**src/rtl/respawn_controller.sv**
```systemverilog
`default_nettype none
// ============================================================================
// Module      : respawn_controller
// Description : Per-player life-cycle controller. Turns a collision hit into
//               a one-cycle kill pulse for the death timer, follows the
//               timer's death level, waits a respawn delay, latches a spawn
//               X position relative to the opponent, then runs a blinking
//               invincibility window before handing control back.
// Revision    : 1.0 - initial release
// ----------------------------------------------------------------------------
// Ports:
//   clk         in   system clock
//   reset_n     in   asynchronous active-low reset
//   hit         in   collision hit on this player (level or pulse)
//   death       in   death level from the death timer
//   round_end   in   synchronous round abort (highest priority)
//   enemy_x     in   opponent X position [X_W]
//   kill        out  one-cycle pulse to the death timer's active input
//   abort       out  one-cycle pulse to the death timer's premature_stop
//   alive       out  player is controllable
//   visible     out  player sprite enable
//   invincible  out  hits ignored
//   respawn     out  one-cycle pulse; spawn_x is valid
//   spawn_x     out  registered spawn position [X_W]
//   deaths      out  death count [8]
// Build option:
//   RESPAWN_DEATH_COUNT_EN - when defined, deaths counts kill pulses and
//   saturates at 255 (cleared only by reset_n); otherwise deaths is 0.
// ============================================================================
module respawn_controller #(
    parameter int CNT_W         = 27,
    parameter int RESPAWN_DELAY = 50000000,
    parameter int PROTECT_TIME  = 100000000,
    parameter int BLINK_PERIOD  = 6250000,
    parameter int X_W           = 11,
    parameter int SCREEN_W      = 1024,
    parameter int SPAWN_OFFSET  = 200,
    parameter int SPAWN_INIT    = 256
) (
    input  logic           clk,
    input  logic           reset_n,
    input  logic           hit,
    input  logic           death,
    input  logic           round_end,
    input  logic [X_W-1:0] enemy_x,
    output logic           kill,
    output logic           abort,
    output logic           alive,
    output logic           visible,
    output logic           invincible,
    output logic           respawn,
    output logic [X_W-1:0] spawn_x,
    output logic [7:0]     deaths
);

    typedef enum logic [2:0] {
        S_ALIVE   = 3'd0,
        S_ARMED   = 3'd1,
        S_DEAD    = 3'd2,
        S_DELAY   = 3'd3,
        S_PROTECT = 3'd4
    } state_t;

    // ARMED gives the death timer 4 cycles to answer before we stop waiting.
    localparam logic [CNT_W-1:0] c_armed_last   = CNT_W'(3);
    localparam logic [CNT_W-1:0] c_delay_last   = CNT_W'(RESPAWN_DELAY - 1);
    localparam logic [CNT_W-1:0] c_protect_last = CNT_W'(PROTECT_TIME - 1);
    localparam logic [CNT_W-1:0] c_blink_last   = CNT_W'(BLINK_PERIOD - 1);
    localparam logic [X_W-1:0]   c_half         = X_W'(SCREEN_W / 2);
    localparam logic [X_W:0]     c_off_wide     = (X_W+1)'(SPAWN_OFFSET);
    localparam logic [X_W:0]     c_max_wide     = (X_W+1)'(SCREEN_W - 1);
    localparam logic [X_W-1:0]   c_spawn_init   = X_W'(SPAWN_INIT);

    state_t           r_state;
    logic [CNT_W-1:0] r_cnt;
    logic [CNT_W-1:0] r_blink;
    logic             r_kill;
    logic             r_abort;
    logic             r_alive;
    logic             r_visible;
    logic             r_invincible;
    logic             r_respawn;
    logic [X_W-1:0]   r_spawn_x;

    logic [X_W:0]     w_ex_wide;
    logic [X_W:0]     w_sum;
    logic [X_W-1:0]   w_spawn;
    logic             w_kill_now;

    // A hit only counts in ALIVE and only when no round abort competes.
    assign w_kill_now = (r_state == S_ALIVE) && hit && !round_end;

    // Spawn position: one extra bit so neither direction can wrap.
    assign w_ex_wide = {1'b0, enemy_x};
    assign w_sum     = w_ex_wide + c_off_wide;

    always_comb begin
        w_spawn = enemy_x;
        if (enemy_x >= c_half) begin
            if (w_ex_wide >= c_off_wide) begin
                w_spawn = enemy_x - c_off_wide[X_W-1:0];
            end else begin
                w_spawn = '0;
            end
        end else begin
            if (w_sum > c_max_wide) begin
                w_spawn = c_max_wide[X_W-1:0];
            end else begin
                w_spawn = w_sum[X_W-1:0];
            end
        end
    end

    always_ff @(posedge clk or negedge reset_n) begin
        if (!reset_n) begin
            r_state      <= S_ALIVE;
            r_cnt        <= '0;
            r_blink      <= '0;
            r_kill       <= 1'b0;
            r_abort      <= 1'b0;
            r_alive      <= 1'b1;
            r_visible    <= 1'b1;
            r_invincible <= 1'b0;
            r_respawn    <= 1'b0;
            r_spawn_x    <= c_spawn_init;
        end else begin
            r_kill    <= 1'b0;
            r_abort   <= 1'b0;
            r_respawn <= 1'b0;
            if (round_end) begin
                // The death timer only needs stopping while it may be running.
                r_abort      <= (r_state == S_ARMED) || (r_state == S_DEAD);
                r_state      <= S_ALIVE;
                r_cnt        <= '0;
                r_blink      <= '0;
                r_alive      <= 1'b1;
                r_visible    <= 1'b1;
                r_invincible <= 1'b0;
            end else begin
                case (r_state)
                    S_ALIVE: begin
                        if (hit) begin
                            r_kill    <= 1'b1;
                            r_state   <= S_ARMED;
                            r_cnt     <= '0;
                            r_alive   <= 1'b0;
                            r_visible <= 1'b0;
                        end
                    end
                    S_ARMED: begin
                        if (death) begin
                            r_state <= S_DEAD;
                        end else if (r_cnt == c_armed_last) begin
                            r_state   <= S_DELAY;
                            r_cnt     <= '0;
                            r_spawn_x <= w_spawn;
                        end else begin
                            r_cnt <= r_cnt + 1'b1;
                        end
                    end
                    S_DEAD: begin
                        if (!death) begin
                            r_state   <= S_DELAY;
                            r_cnt     <= '0;
                            r_spawn_x <= w_spawn;
                        end
                    end
                    S_DELAY: begin
                        if (r_cnt == c_delay_last) begin
                            r_state      <= S_PROTECT;
                            r_cnt        <= '0;
                            r_blink      <= '0;
                            r_respawn    <= 1'b1;
                            r_alive      <= 1'b1;
                            r_visible    <= 1'b1;
                            r_invincible <= 1'b1;
                        end else begin
                            r_cnt <= r_cnt + 1'b1;
                        end
                    end
                    S_PROTECT: begin
                        if (r_cnt == c_protect_last) begin
                            r_state      <= S_ALIVE;
                            r_cnt        <= '0;
                            r_blink      <= '0;
                            r_visible    <= 1'b1;
                            r_invincible <= 1'b0;
                        end else begin
                            r_cnt <= r_cnt + 1'b1;
                            if (r_blink == c_blink_last) begin
                                r_blink   <= '0;
                                r_visible <= ~r_visible;
                            end else begin
                                r_blink <= r_blink + 1'b1;
                            end
                        end
                    end
                    default: begin
                        r_state <= S_ALIVE;
                    end
                endcase
            end
        end
    end

    assign kill       = r_kill;
    assign abort      = r_abort;
    assign alive      = r_alive;
    assign visible    = r_visible;
    assign invincible = r_invincible;
    assign respawn    = r_respawn;
    assign spawn_x    = r_spawn_x;

`ifdef RESPAWN_DEATH_COUNT_EN
    logic [7:0] r_deaths;

    // Survives round_end on purpose: it is a match statistic, not round state.
    always_ff @(posedge clk or negedge reset_n) begin
        if (!reset_n) begin
            r_deaths <= 8'd0;
        end else if (w_kill_now && (r_deaths != 8'hFF)) begin
            r_deaths <= r_deaths + 8'd1;
        end
    end

    assign deaths = r_deaths;
`else
    assign deaths = 8'd0;
`endif

endmodule
`default_nettype wire

```
**config.mk**
```make
export PLATFORM = sky130hd
export DESIGN_NAME = respawn_controller
export DESIGN_NICKNAME = d
export VERILOG_FILES = /design/src/rtl/respawn_controller.sv
export SDC_FILE = /design/constraint.sdc
export NUM_CORES = 1
export LEC_CHECK = 0
export ABC_CLOCK_PERIOD_IN_PS = 3960
export CAP_MARGIN = 20
export CORE_MARGIN = 3
export CORE_UTILIZATION = 60
export CTS_CLUSTER_DIAMETER = 120
export CTS_CLUSTER_SIZE = 14
export DETAILED_ROUTE_END_ITERATION = 10
export PLACE_DENSITY_LB_ADDON = 0.1
export SYNTH_ARGS = -nofsm -noshare
export SYNTH_HDL_FRONTEND = slang
export SYNTH_SLANG_ARGS = --single-unit
```
**constraint.sdc**
```tcl
create_clock -name clk -period 3.96 [get_ports clk]
set_input_delay 0.99 -clock clk [delete_from_list [all_inputs] [get_ports clk]]
set_output_delay 0.99 -clock clk [all_outputs]
set_load 0.01 [all_outputs]
```
**Word level (Yosys, flattened, before mapping)**

Cells that the tools add are included.
W data, S select, Z words.

- Word-level logic and storage cells: 97
- Bits in registers: 74
- Bits of input ports: 16

- Equality and inequality tests: 18
- $add $sub $neg: 4
- Magnitude comparators: 3
- Reduce and logical (&&, ||, !) cells: 14
- Bitwise gates (word level): 2
- Muxes and demuxes: 46

Operators with widths:

| kind | number |
|---|---|
| $mux W27 | 11 |
| $pmux W27 S5 | 1 |
| $mux W11 | 6 |
| $add A27 B1 Y27 const B | 2 |
| $pmux W27 S2 | 1 |
| $eq A27 B2 Y1 const B | 1 |
| $eq A27 B23 Y1 const B | 1 |
| $eq A27 B26 Y1 const B | 1 |
| $eq A27 B27 Y1 const B | 1 |
| $pmux W11 S2 | 1 |
| $mux W3 | 7 |
| $mux W1 | 15 |
| $ne A3 B3 Y1 const B | 5 |
| $pmux W3 S5 | 1 |
| $add A11 B8 Y12 const B | 1 |
| $gt A12 B10 Y1 const B | 1 |
| $ge A11 B10 Y1 const B | 1 |
| $ge A11 B8 Y1 const B | 1 |
| $sub A11 B8 Y11 const B | 1 |
| $reduce_and A5 Y1 | 2 |
| $reduce_and A4 Y1 | 2 |
| $eq A3 B2 Y1 const B | 2 |
| $reduce_and A3 Y1 | 2 |
| $reduce_bool A3 Y1 | 2 |
| other kinds (15) | 18 |

**Longest topological paths before layout**

- Depth in word-level cells: 7
- Depth in mapped cells: 8
- Depth with buffers taken out: 7

**Worst setup path before layout**

Ideal clock, no wire load.

- Path type: in2reg
- From: input port hit
- To: register r_cnt[7]
- Path buffers: 1
- Stages on the path: 7
- Path slack: 1.405 ns
- Arrival: 2.436 ns
- Data required time: 3.841 ns
- Cell sequence: or3_1 a21o_1 a31oi_2 clkbuf_1 nor3_1 xnor2_1 nor2_2

- Cells in the longest elaborated chain, start to end: 2

Ends and longest elaborated chain:

| element | RTL line | text |
|---|---|---|
| start: declaration | 42 | `input logic hit,` |
| $ne A3 B3 Y1 (no line) | -- |  |
| $reduce_and A4 Y1 (no line) | -- |  |
| end signal: assignment | 158 | `r_cnt <= r_cnt + 1'b1;` |
| end signal: assignment | 178 | `r_cnt <= r_cnt + 1'b1;` |
| end signal: assignment | 189 | `r_cnt <= r_cnt + 1'b1;` |
| end: declaration | 75 | `logic [CNT_W-1:0] r_cnt;` |

No other way between the ends.
A chain may end at the register's enable or synchronous reset.

**Worst setup path in the final report**

- From: register r_cnt[2]
- To: register r_invincible, in the netlist invincible

- Cells in the longest elaborated chain, start to end: 3

Ends and longest elaborated chain:

| element | RTL line | text |
|---|---|---|
| $eq A27 B27 Y1 or $eq A27 B26 Y1 (tied branches) | 182, 169 |  |
| $ne A3 B3 Y1 (no line) | -- |  |
| $reduce_and A3 Y1 (no line) (*) | -- |  |
| end signal: assignment | 138 | `r_invincible <= 1'b0;` |
| end signal: assignment | 176 | `r_invincible <= 1'b1;` |
| end signal: assignment | 187 | `r_invincible <= 1'b0;` |
| end: declaration | 81 | `logic r_invincible;` |

Mark *: on every way between the ends. The rest lies on a longest branch, timed or not.

==> summary.md <==
| Metric | Value |
|---|---|
| Status | `finished, final reports clean` |
| Pin count of the biggest net entering global routing | `75` |
| RSZ-0062 raised after global routing | `no` |
| LEAKAGE | `0.00192 µW` |
| Critical path fanouts, max | `18` |
| Mapped Area | `4450 µm²` |
| RePlAce Congestion | `just over 0.9` |
| CTS tree | `done` |
| Num CTS Buffers | `9` |
| CP Class | `reg -> reg` |
| PwrDens | `365 nW/µm²` |
| Setup_tns | `0 ps` |
| Routed WL | `between 9 and 10 mm` |
| Tot Pwr | `~1800 µW` |
| Core area | `6980 µm²` |
| Remaining Overflow, GRT | `0` |
| Post-synthesis instance total | `approximately 500` |
| Vias | `3800` |
| M1 GR Usage | `34.7%` |
| DRC Markers | `0` |
| Worst Path Arrival | `3410 ps` |
| Area Growth Syn to Fin | `11.2%` |
| Crit start category | `flip-flop` |
| I/O Pins | `41` |
| Max-slew violation count | `0` |
| Initial drt markers | `about 340` |
| Critical path required time | `4210 ps` |
| Clock skew | `~12 ps` |
| GR Layer Usage met3 | `approximately 5.4%` |
| Final Hold Fails | `0` |
| I/O Buffers | `32` |
| First drt pass iteration count | `7` |
| Mean Syn Cell Area | `just over 9 µm²` |
| MaxCap Viol Count | `0` |
| Fillers | `553` |
| Share of cells above drive strength 1 | `13.3%` |
| Actual slew at the worst max-slew pin | `908 ps` |
| Seq/Total Area, Yosys | `41.7%` |
| Commonest non-fill, non-tap cell in the layout | `dfrtp_1` |
| Post-CTS Hold Buffers | `0` |
| # H-tree levels | `3` |
| Root Buffer | `clkbuf_8` |
| Clk sinks | `74` |
| CTS-repair resized insts | `0` |
| Initial core utilization | `a little under two thirds` |
| Die area | `8480 µm²` |
| Commonest register cell after synthesis | `dfrtp_1` |
| Period minus WS final | `roughly 3200 ps` |
| Max frequency | `316 MHz` |
| Async set-reset flop share out of synthesis | `100%` |
| Post-CTS setup buffers | `0` |
| Post-route antenna net violation count | `0` |
| Busiest grt layer | `met2` |
| First-pass GRT wire length | `16.5 mm` |
| Global routing usage on met2 | `35.3%` |
| Hold Path Class | `reg -> reg` |
| Post-synth EDFFs | `0` |
| Die width | `92.1 µm` |
| Vias in the first global route | `around 3400` |
| Slew headroom | `about two fifths` |
| Detailed Place HPWL | `6.59 mm` |
| Final Cycle Share | `between 70% and 80%` |
| Fin util | `a little under three quarters` |
| Nets | `527` |
| DR WL/cell | `16.2 µm` |
| DR vias/cell | `6.25` |
| Unique masters post-synth | `63` |
| Clock buffer depth | `2` |
| Ant. Diodes | `0` |
| Insertion delay to the later sink of the worst-skew pair | `350 ps` |
| Number of synthesized register bits | `74` |
| Yosys Warn Count | `0` |
| Setup-failing EPs final | `0` |
| Most frequent cells in the layout | `dfrtp_1 (71), nand2_1 (34), clkdlybuf4s50_1 (31)` |
| Worst-path clk slew | `90 ps` |
| Initial antenna violation count | `0` |
| CP Capture Type | `flip-flop` |
| DIE HEIGHT | `92.1 µm` |
| GRT Total Usage | `about a quarter` |
| FP Rows | `30` |
| VDD IR-drop max | `approximately 0.27 mV` |
-- where the power goes --
| group | switching [µW] | internal (µW) |
|---|---|---|
| sequential | 35.7 | 811 |
| clock | 288 | 373 |
| combinational | 144 | 157 |
-- flip-flops by register name, indices dropped and copies added, names as in the netlist --
| name | count |
|---|---|
| kill | 1 |
| alive | 1 |
| respawn | 1 |
| r_blink | 27 |
| visible | 1 |
| r_state | 3 |
| r_cnt | 27 |
| invincible | 1 |
| spawn_x | 11 |
| abort | 1 |
-- worst paths after layout --
path | end | slack (ps) | cells after the start | start
max | invincible$_DFFE_PN0P_ | 790 | 6 | r_cnt[2]$_DFFE_PN0P_
min in group asynchronous | r_cnt[22]$_DFFE_PN0P_ | 750 | 1 | reset_n
max in group asynchronous | r_blink[10]$_DFFE_PN0P_ | 2580 | 1 | reset_n
min reg2reg | invincible$_DFFE_PN0P_ | 480 | 1 | invincible$_DFFE_PN0P_
min | invincible$_DFFE_PN0P_ | 480 | 1 | invincible$_DFFE_PN0P_
max reg2reg | invincible$_DFFE_PN0P_ | 790 | 6 | r_cnt[2]$_DFFE_PN0P_
-- cell families after synthesis --
family / after synthesis / share of synthesized area (%)
muxes: 17 / 4.16
buffers and inverters: 45 / 5.99
xor gates and xnor gates: 28 / 5.51
adders and majority gates: 4 / 1.12
and+or+nand+nor: 215 / 26.7
AOI/OAI and AO/OA: 102 / 14.7
DFF: 74 / 41.7
other: 1 / 0.0843
-- critical path: stages (launching register included) --
cell and delay (ps):
dfrtp_1 490, nand4_1 650, nor3_1 610, nand3_2 240, o21ai_2 750, nand2_1 100
a21o_1 210
-- metal layers --
layer | wire length [µm] | vias to the layer above | share of wire (%)
met3 | 741 | 17 | 7.5
met1 | 4550 | 1809 | 46
li1 | - | 1812 | -
met2 | 4410 | 162 | 45
met5 | 0 | - | 0
met4 | 155 | 0 | 1.6
-- final cells by class --
class | instances | area [µm²] | area share [%]
inverters | 12 | 45.0 | 0.910
clock inverters | 6 | 88.8 | 1.80
clock buffers | 10 | 138 | 2.78
multi-input cells | 374 | 2350 | 47.6
flip-flops and latches | 74 | 1860 | 37.5
repair buffers | 36 | 348 | 7.03
well taps | 96 | 120 | 2.43
-- stage by stage --
stage	instances	worst slack (ps)	hold slack, ps	instance area, µm²
after floorplan	493	1400	457	4480
after global placement	592	876	464	4720
after detailed placement	592	852	465	4720
after CTS	608	842	487	4950
after global routing	608	472	500	4950
final	608	793	483	4950
-- synthesized netlist by cell type, types with 2 or more instances --
cell type	n	area [µm²]
a31oi_1	25	156
mux2_2	10	113
o21a_1	3	22.5
or2_2	2	12.5
clkbuf_1	12	45.0
dfstp_2	3	78.8
and3_1	11	68.8
nor4_1	12	75.1
nand3_1	27	135
and4_1	3	26.3
xnor2_1	24	210
dfrtp_1	71	1780
buf_2	6	30.0
a21boi_0	2	15.0
and2_1	4	25.0
a41oi_1	2	17.5
nand4_1	21	131
a22o_1	2	17.5
buf_6	3	33.8
nor2b_1	2	12.5
o21ai_0	20	100
mux2_1	2	22.5
inv_1	12	45.0
buf_4	9	67.6
or3_1	7	43.8
nor2_2	18	113
nand2b_1	2	12.5
xor2_1	4	35.0
o21bai_1	2	15.0
a21oi_1	30	150
nor3_1	30	150
mux2i_1	5	50.1
nand2_1	34	128
buf_12	2	40.0
ha_1	4	50.1
nor2_1	30	113
nor4_4	2	42.5
a21o_1	3	22.5
(Power assumes the default switching activity.)
